### config.mk
export PLATFORM = sky130hd
export DESIGN_NAME = countdown_timer
export DESIGN_NICKNAME = d
export VERILOG_FILES = /design/src/rtl/countdown_timer_pkg.sv /design/src/rtl/countdown_timer_core.sv /design/src/rtl/countdown_timer.sv
export SDC_FILE = /design/constraint.sdc
export NUM_CORES = 1
export LEC_CHECK = 0
export BUFFER_PORTS_ARGS = -buffer_cell sky130_fd_sc_hd__buf_2
export CAP_MARGIN = 20
export CORE_ASPECT_RATIO = 1.75
export CORE_MARGIN = 1
export CORE_UTILIZATION = 45
export CTS_CLUSTER_SIZE = 12
export DETAILED_ROUTE_END_ITERATION = 10
export GPL_TIMING_DRIVEN = 1
export PLACE_DENSITY = 0.71
export SKIP_CTS_REPAIR_TIMING = 1
export SLEW_MARGIN = 15
export SYNTH_ARGS = -nofsm -noshare
export SYNTH_HDL_FRONTEND = slang
export SYNTH_HIERARCHICAL = 1
export SYNTH_SLANG_ARGS = --single-unit
### constraint.sdc
create_clock -name clk -period 3.8 [get_ports clk]
set_input_delay 0.76 -clock clk [delete_from_list [all_inputs] [get_ports clk]]
set_output_delay 0.76 -clock clk [all_outputs]
set_load 0.05 [all_outputs]
### src/rtl/countdown_timer_pkg.sv
// Shared definitions for the countdown timer: FSM state encoding and default width.
package countdown_timer_pkg;

  localparam int DEFAULT_W = 8;

  typedef enum logic [1:0] {
    ST_IDLE  = 2'd0,
    ST_RUN   = 2'd1,
    ST_PAUSE = 2'd2
  } state_e;

endpackage

### src/rtl/countdown_timer_core.sv
// Count register with synchronous clear/load/decrement controls and a terminal-count flag.
module countdown_timer_core
  import countdown_timer_pkg::*;
#(
  parameter int W = DEFAULT_W
) (
  input  logic         clk,
  input  logic         rst,
  input  logic         clr,
  input  logic         ld,
  input  logic [W-1:0] ld_val,
  input  logic         dec,
  output logic [W-1:0] cnt,
  output logic         is_one
);

  logic [W-1:0] cnt_q;
  logic [W-1:0] cnt_d;

  always_comb begin
    cnt_d = cnt_q;
    if (clr) begin
      cnt_d = '0;
    end else if (ld) begin
      cnt_d = ld_val;
    end else if (dec) begin
      cnt_d = cnt_q - W'(1);
    end
  end

  always_ff @(posedge clk or posedge rst) begin
    if (rst) begin
      cnt_q <= '0;
    end else begin
      cnt_q <= cnt_d;
    end
  end

  assign cnt    = cnt_q;
  assign is_one = (cnt_q == W'(1));

endmodule

### src/rtl/countdown_timer.sv
// Programmable interval timer: period register, IDLE/RUN/PAUSE control FSM and done strobe.
module countdown_timer
  import countdown_timer_pkg::*;
#(
  parameter int W = DEFAULT_W
) (
  input  logic         clk,
  input  logic         rst,
  input  logic         load,
  input  logic [W-1:0] period,
  input  logic         start,
  input  logic         abort,
  input  logic         pause,
  input  logic         en,
  input  logic         reload,
  output logic [W-1:0] cnt,
  output logic         busy,
  output logic         done,
  output state_e       dbg_state
);

  // Handshake: none; start/abort are single-cycle pulses, pause/reload are levels,
  // en is a tick qualifier, and done is a one-cycle strobe with no back-pressure.

  state_e       state_q, state_d;
  logic [W-1:0] per_q, per_d;
  logic         done_q, done_d;

  logic [W-1:0] p_eff;
  logic         core_clr, core_ld, core_dec;
  logic [W-1:0] core_ld_val;
  logic         is_one;

  // A load in the same cycle as start bypasses the period register.
  assign p_eff = (load && start) ? period : per_q;
  assign per_d = load ? period : per_q;

  always_comb begin
    state_d     = state_q;
    done_d      = 1'b0;
    core_clr    = 1'b0;
    core_ld     = 1'b0;
    core_ld_val = p_eff;
    core_dec    = 1'b0;

    if (abort) begin
      state_d  = ST_IDLE;
      core_clr = 1'b1;
    end else if (start) begin
      if (p_eff != '0) begin
        state_d = ST_RUN;
        core_ld = 1'b1;
      end else begin
        state_d  = ST_IDLE;
        core_clr = 1'b1;
        done_d   = 1'b1;
      end
    end else begin
      case (state_q)
        ST_RUN: begin
          if (en && is_one) begin
            done_d = 1'b1;
            // Reload uses the register value, so a load in this cycle takes effect next period.
            if (reload && (per_q != '0)) begin
              core_ld     = 1'b1;
              core_ld_val = per_q;
            end else begin
              core_clr = 1'b1;
              state_d  = ST_IDLE;
            end
          end else if (pause) begin
            state_d = ST_PAUSE;
          end else if (en) begin
            core_dec = 1'b1;
          end
        end
        ST_PAUSE: begin
          if (!pause) begin
            state_d = ST_RUN;
          end
        end
        default: begin
          state_d = state_q;
        end
      endcase
    end
  end

  always_ff @(posedge clk or posedge rst) begin
    if (rst) begin
      state_q <= ST_IDLE;
      per_q   <= '0;
      done_q  <= 1'b0;
    end else begin
      state_q <= state_d;
      per_q   <= per_d;
      done_q  <= done_d;
    end
  end

  countdown_timer_core #(.W(W)) u_core (
    .clk    (clk),
    .rst    (rst),
    .clr    (core_clr),
    .ld     (core_ld),
    .ld_val (core_ld_val),
    .dec    (core_dec),
    .cnt    (cnt),
    .is_one (is_one)
  );

  assign busy      = (state_q != ST_IDLE);
  assign done      = done_q;
  assign dbg_state = state_q;

endmodule

==> results.md <==
- Outcome: finished, final reports clean
- Buffer type at the clock tree root: clkbuf_8
- Clock transition at the registers of the reported paths: 0.07 ns
- Unrepaired setup endpoints after global routing: no
- Overall die width: 42.2 um
- Netlist area before placement: 1270 sq um
- Min Clock Period, post-route: 2.79 ns
- Net Switching: 0.177 mW
- DR vias: 1067
- Via count of the first global-routing pass: 1107
- Cells after synthesis: 121
- Launching point of the worst reg2reg path: u_core/cnt[2]
- Final hold viol count: 0
- Overall routed net length: 2900 um
- N_diodes: 0
- Total leakage power: 0.658 nW
- Maximum capacitance violations: 0
- ANT nets after route: 0
- Skew-Pair Late Insertion Delay: 0.25 ns
- Post-synth cell types: 49
- Post-synthesis sequential element count: 19
- Transition time at the pin with the least slew margin: 0.497 ns
- Initial antenna violation count: 0
- Number of inserted filler cells in the final layout: 236
- Sum of overflow across all layers after global routing: 0
- Total setup violations reported at the end of the flow: 0
- Detailed-route vias per instance: 6.03
- Clock power share: 0.260
- Average footprint of a synthesized cell: 10.5 sq um
- Post-synth top area cell: dfrtp_1
- Post-synthesis net count: 142
- Smallest setup slack after layout: 1.01 ns
- Number of rows in the core area: 25
- Chip height: 72.3 um
- Peak ir drop on the vdd network: 0.197 mV
- Most used DFF post-synth: dfrtp_1
- Die Outline Area: 3050 sq um
- Worst-case setup slack after placement: 1.04 ns
- Detailed-route wire length per cell: 16.4 um
- Hold Path Class: in -> async
- H-tree lvl count: 1
- DRC violations left: 0
- Number of enable-type register cells in the synthesized netlist: 0
- Critical path startpoint: u_core/cnt[2]
- Sequential power share: 0.461
- Crit. End Element: register
- TritonCTS sink count: 19
- Post-synth ARST share: 1.00
- Initial DRC Count: 31
- GRT Total Usage: 0.216
- RD Place Congestion: 0.888
- Max clock buf depth: 2
- PwrDens: 357 nW/um^2
- Comb pwr share: 0.279
- Initial core utilization: 0.473
- Hpwl dp: 2280 um
- Relative slew slack: 0.666
- Synth top area share: 0.374
- Post-route clock skew: 0.00133 ns
- Critical path peak fanout: 12
- Router iterations before antenna repair: 4
- Worst endpoint data arrival time: 2.90 ns
- Number of buffers inserted by port buffering: 27
- Highest clock frequency the design can meet: 358 MHz
- Total number of nets in the final design: 172
- Max-slew violation count: 0
- Layout-stage area growth over the synthesis result: 16.1%
- Final setup TNS: 0 ns
- Cell-internal power: 0.350 mW
- Post-synthesis sequential area ratio: 0.374
- IO Count: 28
- First-pass GRT wire length: 5150 um
- Clock tree from TritonCTS: built
- Largest net degree at the start of global routing: 13
- Share of total power consumed by net switching: 0.336
- Startpoint types: register
- Start-to-end type of the worst setup path: reg -> reg
- Yosys Warn Count: 6
- Most used standard cell by instance count after synthesis: dfrtp_1
- Core region area: 2690 sq um
- Final clock period utilization by the worst path: 0.735
- Critical path required time: 3.91 ns
- Dominant cells by area after synthesis: dfrtp_1 37%, mux2_2 14%, ha_1 4.9%
- Number of CTS-inserted buffers: 3
- Cell types with the highest counts after synthesis: 19 x dfrtp_1, 16 x mux2_2, 9 x inv_1
- Fraction of final layout cells with drive strength greater than 1: 0.387
==> worst max-delay path, stage by stage, from the launching register on <==
cell      delay (ns)
dfrtp_1         0.46
or4_4           0.59
nor4b_1         0.35
buf_4           0.20
nand4_1         0.07
a21oi_1         0.23
o21a_1          0.26
inv_1           0.22
nor2_1          0.19
a311oi_1        0.07
==> logic make-up after synthesis <==
kind of cell / share of synthesized area
xor+xnor: 0.0207
fa+ha+maj: 0.0492
simple gates: 0.198
compound gates: 0.157
mux: 0.150
flops: 0.374
buf+inv: 0.0512
==> state kept, by name, indices dropped and copies added (netlist names) <==
signal / cells
u_core/cnt: 8
per_q: 8
done: 1
dbg_state: 2
==> metrics by stage <==
step                      utilization  std cells  hold WS (ns)  total power, mW  instance area [sq um]
after global routing            0.549        177         0.482            0.554                   1480
after detailed placement        0.532        173         0.585            0.393                   1430
after global placement          0.532        173         0.579            0.389                   1430
after floorplan                     -        121         0.560            0.352                   1270
after CTS                       0.549        177         0.465            0.530                   1480
final                           0.549        177         0.456            0.527                   1480
==> cells in the final DEF (no fill, tap or decap), drive strengths merged, types with 2 or more instances in the layout <==
cell type,Yosys,layout
nor2,7,7
mux2,16,16
buf,4,30
inv,9,9
xor2,2,2
clkbuf,1,4
nand4,2,2
o21ai,3,3
a211oi,2,2
ha,5,5
a311oi,4,4
nand2,7,7
nor4b,2,2
nor4,4,4
a31o,2,2
a21oi,6,6
nor3,2,2
or4,3,3
o211ai,2,2
dfrtp,19,19
==> metal layers <==
metal,up-vias,GRT usage,part of all wire,wire length (um)
li1,516,-,-,-
met1,521,0.243,0.41,1190
met2,26,0.398,0.54,1580
met3,4,0.0323,0.028,80
met4,0,0.0868,0.018,51
met5,-,0,0,0
==> cell type report <==
class                           instances  area, sq um  share of cell area
Inverter                                9         33.8              0.0229
Timing Repair Buffer                   30          158               0.107
Tap cell                               27         33.8              0.0229
Multi-Input combinational cell         88          731               0.495
Sequential cell                        19          475               0.322
Clock buffer                            4         45.0              0.0305
==> power by group through the flow <==
stage	combinational [mW]	clock (mW)	sequential (mW)
after floorplan	0.0806	0	0.271
after global routing	0.162	0.147	0.246
after CTS	0.147	0.140	0.243
after detailed placement	0.146	0	0.246
after global placement	0.144	0	0.245
final	0.147	0.137	0.243
==> path summary, 6_finish.rpt <==
path | endpoint | depth (start not counted) | slack [ns]
setup / recovery | u_core/cnt[5] | 9 | 1.01
hold / removal | u_core/cnt[1] | 2 | 0.46
setup reg to reg | u_core/cnt[5] | 9 | 1.01
hold reg to reg | per_q[5] | 1 | 0.60
max in group asynchronous | dbg_state[0] | 2 | 2.99
min in group clk | per_q[5] | 1 | 0.60
(Power assumes the default switching activity.)
